===== src/rtl/alu_pkg.sv =====
// Shared definitions for the ALU issue path: supported opcode/funct encodings
// and the issue controller state type.
package alu_pkg;

  localparam logic [5:0] OP_RTYPE = 6'b000000;
  localparam logic [5:0] OP_ADDI  = 6'b001000;
  localparam logic [5:0] OP_ANDI  = 6'b001100;

  localparam logic [5:0] FN_ADD   = 6'b100000;
  localparam logic [5:0] FN_SUB   = 6'b100010;

  typedef enum logic [1:0] {
    IDLE  = 2'd0,
    ISSUE = 2'd1,
    RESP  = 2'd2
  } state_t;

  function automatic logic instr_is_legal(input logic [5:0] opcode,
                                          input logic [5:0] funct);
    logic legal;
    legal = 1'b0;
    if (opcode == OP_RTYPE) begin
      legal = (funct == FN_ADD) || (funct == FN_SUB);
    end else if ((opcode == OP_ADDI) || (opcode == OP_ANDI)) begin
      legal = 1'b1;
    end
    return legal;
  endfunction

endpackage


===== src/rtl/alu_instr_decode.sv =====
// Combinational MIPS instruction decode into ALU operand fields plus a
// legality flag for the small supported subset.
module alu_instr_decode
  import alu_pkg::*;
#(
  parameter int unsigned REG_W = 5
) (
  input  logic [31:0]      instr,
  output logic [REG_W-1:0] a,
  output logic [REG_W-1:0] b,
  output logic [5:0]       func,
  output logic [5:0]       opcode,
  output logic             legal
);

  // Immediate bits above the 5-bit operand slice are not forwarded to the ALU.
  logic unused_imm_bits;
  assign unused_imm_bits = ^instr[15:6];

  always_comb begin
    opcode = instr[31:26];
    a      = REG_W'(instr[25:21]);
    legal  = instr_is_legal(instr[31:26], instr[5:0]);
    if (instr[31:26] == OP_RTYPE) begin
      b    = REG_W'(instr[20:16]);
      func = instr[5:0];
    end else begin
      b    = REG_W'(instr[4:0]);
      func = '0;
    end
  end

endmodule


===== src/rtl/alu_issue_ctrl.sv =====
// Issue controller for a combinational ALU: accepts an instruction, holds the
// decoded operands for ALU_LAT cycles, captures the result and hands it back.
module alu_issue_ctrl
  import alu_pkg::*;
#(
  parameter int unsigned ALU_LAT = 1,
  parameter int unsigned DATA_W  = 32,
  parameter int unsigned REG_W   = 5
) (
  input  logic              clk,
  input  logic              rst,
  input  logic              instr_valid,
  output logic              instr_ready,
  input  logic [31:0]       instr,
  output logic [REG_W-1:0]  alu_a,
  output logic [REG_W-1:0]  alu_b,
  output logic [5:0]        alu_func,
  output logic [5:0]        alu_opcode,
  input  logic [DATA_W-1:0] alu_result,
  output logic              res_valid,
  input  logic              res_ready,
  output logic [DATA_W-1:0] res_data,
  output logic              res_err,
  output logic              busy
);

  localparam int unsigned CNT_W = $clog2(ALU_LAT + 1);
  localparam logic [CNT_W-1:0] CNT_LAST = CNT_W'(ALU_LAT - 1);

  state_t           state;
  logic [CNT_W-1:0] cnt;

  logic [REG_W-1:0] dec_a;
  logic [REG_W-1:0] dec_b;
  logic [5:0]       dec_func;
  logic [5:0]       dec_opcode;
  logic             dec_legal;

  alu_instr_decode #(
    .REG_W (REG_W)
  ) u_decode (
    .instr  (instr),
    .a      (dec_a),
    .b      (dec_b),
    .func   (dec_func),
    .opcode (dec_opcode),
    .legal  (dec_legal)
  );

  assign instr_ready = (state == IDLE);
  assign res_valid   = (state == RESP);
  assign busy        = (state != IDLE);

  always_ff @(posedge clk) begin
    if (rst) begin
      state      <= IDLE;
      cnt        <= '0;
      alu_a      <= '0;
      alu_b      <= '0;
      alu_func   <= '0;
      alu_opcode <= '0;
      res_data   <= '0;
      res_err    <= 1'b0;
    end else begin
      case (state)
        IDLE: begin
          if (instr_valid) begin
            if (dec_legal) begin
              alu_a      <= dec_a;
              alu_b      <= dec_b;
              alu_func   <= dec_func;
              alu_opcode <= dec_opcode;
              cnt        <= '0;
              state      <= ISSUE;
            end else begin
              // Unsupported words skip the ALU entirely; its ports stay at 0.
              res_data <= '0;
              res_err  <= 1'b1;
              state    <= RESP;
            end
          end
        end
        ISSUE: begin
          if (cnt == CNT_LAST) begin
            res_data <= alu_result;
            res_err  <= 1'b0;
            state    <= RESP;
          end else begin
            cnt <= cnt + CNT_W'(1);
          end
        end
        RESP: begin
          if (res_ready) begin
            alu_a      <= '0;
            alu_b      <= '0;
            alu_func   <= '0;
            alu_opcode <= '0;
            res_data   <= '0;
            res_err    <= 1'b0;
            state      <= IDLE;
          end
        end
        default: state <= IDLE;
      endcase
    end
  end

endmodule


===== config.mk =====
export PLATFORM = sky130hd
export DESIGN_NAME = alu_issue_ctrl
export DESIGN_NICKNAME = d
export VERILOG_FILES = /design/src/rtl/alu_pkg.sv /design/src/rtl/alu_instr_decode.sv /design/src/rtl/alu_issue_ctrl.sv
export SDC_FILE = /design/constraint.sdc
export NUM_CORES = 1
export LEC_CHECK = 0
export ABC_AREA = 1
export CELL_PAD_IN_SITES_DETAIL_PLACEMENT = 0
export CELL_PAD_IN_SITES_GLOBAL_PLACEMENT = 1
export CORE_AREA = 4 4 104 106
export DETAILED_ROUTE_END_ITERATION = 6
export DIE_AREA = 0 0 108 110
export MAX_ROUTING_LAYER = met4
export PLACE_DENSITY = 0.8
export SLEW_MARGIN = 20
export SYNTH_ARGS = -nofsm -noshare
export SYNTH_HDL_FRONTEND = slang
export SYNTH_SLANG_ARGS = --single-unit

===== constraint.sdc =====
create_clock -name clk -period 2.15 [get_ports clk]
set_clock_uncertainty 0.05 [all_clocks]
set_input_delay 0.43 -clock clk [delete_from_list [all_inputs] [get_ports clk]]
set_output_delay 0.43 -clock clk [all_outputs]
set_load 0.02 [all_outputs]

; Yosys cells after proc, flatten, opt, wreduce, memory -nomap -nowiden
; Index checks and enable logic that the tools add are counted.
[word_totals]
elab_cells = 69
reg_bits = 58
inputBits = 68
[classes]
n_eq_ne = 11
muxes = 37
n_addsub = 1
n_reduce_logical = 12
[op_table]
columns = operator, n
row1 = $mux W32, 4
row2 = $pmux W32 S3, 1
row3 = $mux W6, 6
row4 = $mux W5, 6
row5 = $pmux W6 S2, 2
row6 = $pmux W5 S2, 2
row7 = $eq A6 B4 Y1 const B, 2
row8 = $eq A6 B6 Y1 const B, 2
row9 = $mux W1, 9
row10 = $mux W2, 4
row11 = $logic_not A6 Y1, 1
row12 = $ne A2 B2 Y1 const B, 3
row13 = $pmux W2 S3, 1
row14 = $reduce_and A3 Y1, 2
row15 = $reduce_bool A2 Y1, 3
row16 = $reduce_and A5 Y1, 1
row17 = $ne A2 B1 Y1 const B, 2
row18 = $reduce_and A4 Y1, 1
row19 = $pmux W1 S3, 1
row20 = $reduce_bool A3 Y1, 1
row21 = $eq A2 B1 Y1 const B, 1
row22 = $eq A2 B2 Y1 const B, 1
row23 = $logic_not A2 Y1, 1
row24 = $logic_or A1 B1 Y1, 2
row25 = other kinds (2), 2

; Depth between registers and ports, before layout
[depth]
depth_word = 7
ltp_mapped = 11
ltp_nobuf = 10

; Hierarchy
; A second synthesis with hierarchy kept.
[unflattened]
hier_cells = 443
hier_area_um2 = 2786.4
[by_module_without_submodules]
columns = mod, n_inst, cells_per_inst, area_per_inst_um2, seq_area_each_um2
row1 = alu_issue_ctrl, 1, 390, 2518.7, 1141.1
row2 = alu_instr_decode, 1, 53, 267.8, 0.0

; Worst setup path after synthesis
; Ideal clock, no wire load.
[synth_path]
path_kind = register to register
startpoint = register state[0]
endpoint = register alu_a[3]
required_time_ns = 1.986
path_slack_ns = 0.313
setup_ns = 0.114
t_arrival_ns = 1.673
path_stages_with_launch = 11
n_path_buf = 1
path_cell_list = dfxtp_1 -> inv_1 -> ha_1 -> inv_2 -> or2_1 -> nand2_2 -> a21oi_2 -> nand2_2 -> buf_4 -> a21oi_1 -> nor2_1
[synth_via]
elab_chain_len = 3
elab_cells_between_ends = 8
[synth_lines]
columns = item, line_no
row1 = start: declaration, alu_issue_ctrl.sv:30  ; state_t state;
row2 = start signal: assignment, alu_issue_ctrl.sv:56  ; state <= IDLE;
row3 = start signal: assignment, alu_issue_ctrl.sv:74  ; state <= ISSUE;
row4 = start signal: assignment, alu_issue_ctrl.sv:79  ; state <= RESP;
row5 = $logic_not A2 Y1 *, --
row6 = named net instr_ready, alu_issue_ctrl.sv:13  ; output logic instr_ready,
row7 = $ne A2 B1 Y1 (no source line) (tied with other cells), --
row8 = $reduce_and A4 Y1 (no source line), --
row9 = end signal: assignment, alu_issue_ctrl.sv:58  ; alu_a <= '0;
row10 = end signal: assignment, alu_issue_ctrl.sv:69  ; alu_a <= dec_a;
row11 = end signal: assignment, alu_issue_ctrl.sv:94  ; alu_a <= '0;
row12 = end: declaration, alu_issue_ctrl.sv:15  ; output logic [REG_W-1:0] alu_a,
; Mark *: on every way through the listed nets, which the timed path passes. The rest lies on a longest branch.
; A chain may end at the register's enable or synchronous reset.

; Final worst setup path
[layout_path]
startpoint = register state[0]
endpoint = output busy
[layout_via]
elab_chain_len = 1
[layout_lines]
columns = item, line_no
row1 = $reduce_bool A2 Y1, alu_issue_ctrl.sv:52  ; assign busy = (state != IDLE);
row2 = end: declaration, alu_issue_ctrl.sv:24  ; output logic busy
; Every way passes these cells.

==> out/results.tsv <==
stage	metric	value	unit
setup_path	setup slack, reg-to-reg	0.31	ns
layout	Antenna Cells	0	
timing	RSZ-0062 raised after global routing	no	
timing	max-slew headroom at the worst pin	77.3	%
power	Leakage Power	0.00181	uW
place	I/O Buffers	115	
detailed_routing	DR DRC count	0	
clock_network	CTS tree	yes	
yosys	Ys Warns	0	
power	Int Power	2840	uW
floorplanning	Die H	110	um
timing	final setup violation count	0	
power	Power Dens Cells	1080	nW/um^2
detailed_routing	routed length per placed instance	11.6	um
yosys	largest family of logic cells by synthesized area	simple AND/OR/NAND/NOR gates	
floorplanning	Initial Util	26.9	%
status	status	completed	
yosys	Post-Synth Simple-Gate Area	36.7	%
grt	pin count of the biggest net entering global routing	55	
clock_network	H-tree levels	3	
timing	Hold Fails Final Rpt	0	
yosys	syn nets	466	
floorplanning	die area	11900	um^2
clock_network	Clock Latency Late Sink	0.32	ns
layout	most common cell after layout, fill and taps aside	clkdlybuf4s50_1	
clock_network	CTS max path bufs	2	
timing	setup slack after layout	0.185	ns
detailed_routing	ANT nets after route	0	
setup_path	CP arrival	1.49	ns
yosys	adder-cell share of the synthesized area	1.90	%
clock_network	clk slew on worst S/H paths	0.06	ns
power	clock share of power	23.7	%
timing	hold slack	0.387	ns
place	Place WS	0.0350	ns
clock_network	PostCTS Resize Cnt	3	
layout	Non-Filler Instances	641	
yosys	Mean Syn Cell Area	6.68	um^2
grt	total grt overflow	0	
detailed_routing	DRT iter0 DRCs	92	
grt	GRT Total Usage	13.2	%
detailed_routing	Pre-Repair DR Iteration Count	4	
layout	ratio of cells with drive above 1 in the final layout	7.87	%
yosys	mux share of post-synthesis cell area	0	%
power	part of the power in registers	31.8	%
detailed_routing	Routed WL	7.43	mm
timing	f_max	509	MHz
timing	post-route minimum period	1.97	ns
yosys	post-synthesis register bit count	57	
clock_network	Sink Count	57	
clock_network	CTS Buf Count	9	
setup_path	CP Max Fanout	4	
place	GPL Wtd Cong	0.814	
detailed_routing	drt via density	4.29	
floorplanning	Core Area	9770	um^2
power	net switching power	1610	uW
timing	Tcrit/Tclk final	91.4	%
place	DP HPWL	5.35	mm
timing	post-route setup TNS	0	ns
layout	Util after Layout	42.3	%
floorplanning	Die X	108	um
power	switching power share of the total	36.2	%
clock_network	Post CTS Setup Buffer Count	0	
clock_network	clock root buffer	clkbuf_8	
setup_path	CP Capture Type	output pin	
yosys	Mapped Cells	394	
floorplanning	Boundary Pins	126	
floorplanning	FP Rows	36	
timing	fin. max-slew vios	0	
setup_path	CP Launch Type	register	
setup_path	critical path type	reg -> out	
power	worst IR drop on VDD	0.386	mV
detailed_routing	via count	2747	
yosys	Syn Std Cell Area	2630	um^2
yosys	Synth Area in XOR/XNOR	0	%
grt	initial antenna violation count	0	
layout	Area Growth Syn to Fin	56.9	%
yosys	Synth cell types	19	
grt	vias in the first global route	2675	
power	combinational power share	44.5	%
setup_path	worst endpoint required time	1.67	ns
yosys	register area share after synthesis	43.3	%
place	Placed Instances	626	
layout	# nets final	576	
clock_network	hold_buf cts	0	
min_path	class of the worst hold path	reg -> reg	
layout	most frequent cells in the layout	clkdlybuf4s50_1 (112), nand2_1 (106), nor2_1 (76)	
timing	Worst-Margin Slew	0.339	ns
job	Max-Cap Viols	0	
yosys	Synth Area in Compound Gates	8.51	%
grt	first-pass GRT wire length	12.2	mm
==> power by group through the flow <==
stage          Sequential (uW)  Combinational (uW)  Clock (uW)
3_3_place_gp              1430                2000           0
5_1_grt                   1450                2200        1140
3_5_place_dp              1440                2020           0
2_1_floorplan             1700                 923           0
4_1_cts                   1420                2020        1110
6_report                  1420                1980        1050
==> synth_stat cells <==
| library cell | count | area, um^2 |
|---|---|---|
| a21oi_1 | 35 | 175 |
| a21oi_2 | 1 | 8.76 |
| buf_1 | 2 | 7.51 |
| buf_2 | 8 | 40.0 |
| buf_4 | 3 | 22.5 |
| buf_6 | 4 | 45.0 |
| clkbuf_1 | 10 | 37.5 |
| dfxtp_1 | 57 | 1140 |
| ha_1 | 4 | 50.1 |
| inv_1 | 20 | 75.1 |
| inv_2 | 6 | 22.5 |
| nand2_1 | 107 | 402 |
| nand2_2 | 2 | 12.5 |
| nand3_1 | 45 | 225 |
| nor2_1 | 76 | 285 |
| nor2_2 | 3 | 18.8 |
| nor2_4 | 1 | 11.3 |
| o21ai_0 | 8 | 40.0 |
| or2_1 | 2 | 12.5 |
==> worst max-delay path, cell delays in order (launching register included) <==
cell           delay, ns
dfxtp_1             0.39
inv_1               0.08
ha_1                0.26
inv_2               0.09
dlygate4sd2_1       0.34
==> kinds of logic (layout without fill, tap and decap cells) <==
logic type,count (synthesis),count (layout)
simple gates,236,236
flops,57,57
buf+inv,53,167
compound gates,44,44
fa+ha+maj,4,4
==> routing by layer <==
layer / up-vias / share of wire, % / global-route usage, % / routed length [um]
met4: 0 / 1.4 / 4.33 / 102
met3: 8 / 4.3 / 2.91 / 316
met5: - / 0 / - / 0
met2: 57 / 51 / 23.0 / 3800
li1: 1445 / - / - / -
met1: 1237 / 43 / 15.3 / 3220
==> final timing paths <==
kind	cells after the start	endpoint	startpoint
setup reg to reg	10	res_data[28]	state[0]
hold / removal	2	alu_func[3]	alu_func[3]
setup / recovery	4	busy	state[0]
hold reg to reg	2	alu_func[3]	alu_func[3]
==> flip-flops by register name, indices dropped and copies added, names as in the netlist <==
register    flops
alu_a           5
alu_b           5
alu_func        6
alu_opcode      6
res_data       32
res_err         1
state           2
==> metrics by stage <==
step / total power, uW / instance area (um^2)
after floorplan: 2620 / 2630
after global placement: 3430 / 3920
after detailed placement: 3460 / 3920
after CTS: 4550 / 4130
after global routing: 4800 / 4130
final: 4450 / 4130
==> cell type report <==
| class | count | area [um^2] |
|---|---|---|
| Multi-Input combinational cell | 284 | 1240 |
| Timing Repair Buffer | 126 | 1270 |
| Clock buffer | 13 | 179 |
| Clock inverter | 2 | 35.0 |
| Fill cell | 1067 | 5640 |
| Inverter | 26 | 97.6 |
| Sequential cell | 57 | 1140 |
| Tap cell | 133 | 166 |
No activity file was read; power rests on OpenSTA's default activity.
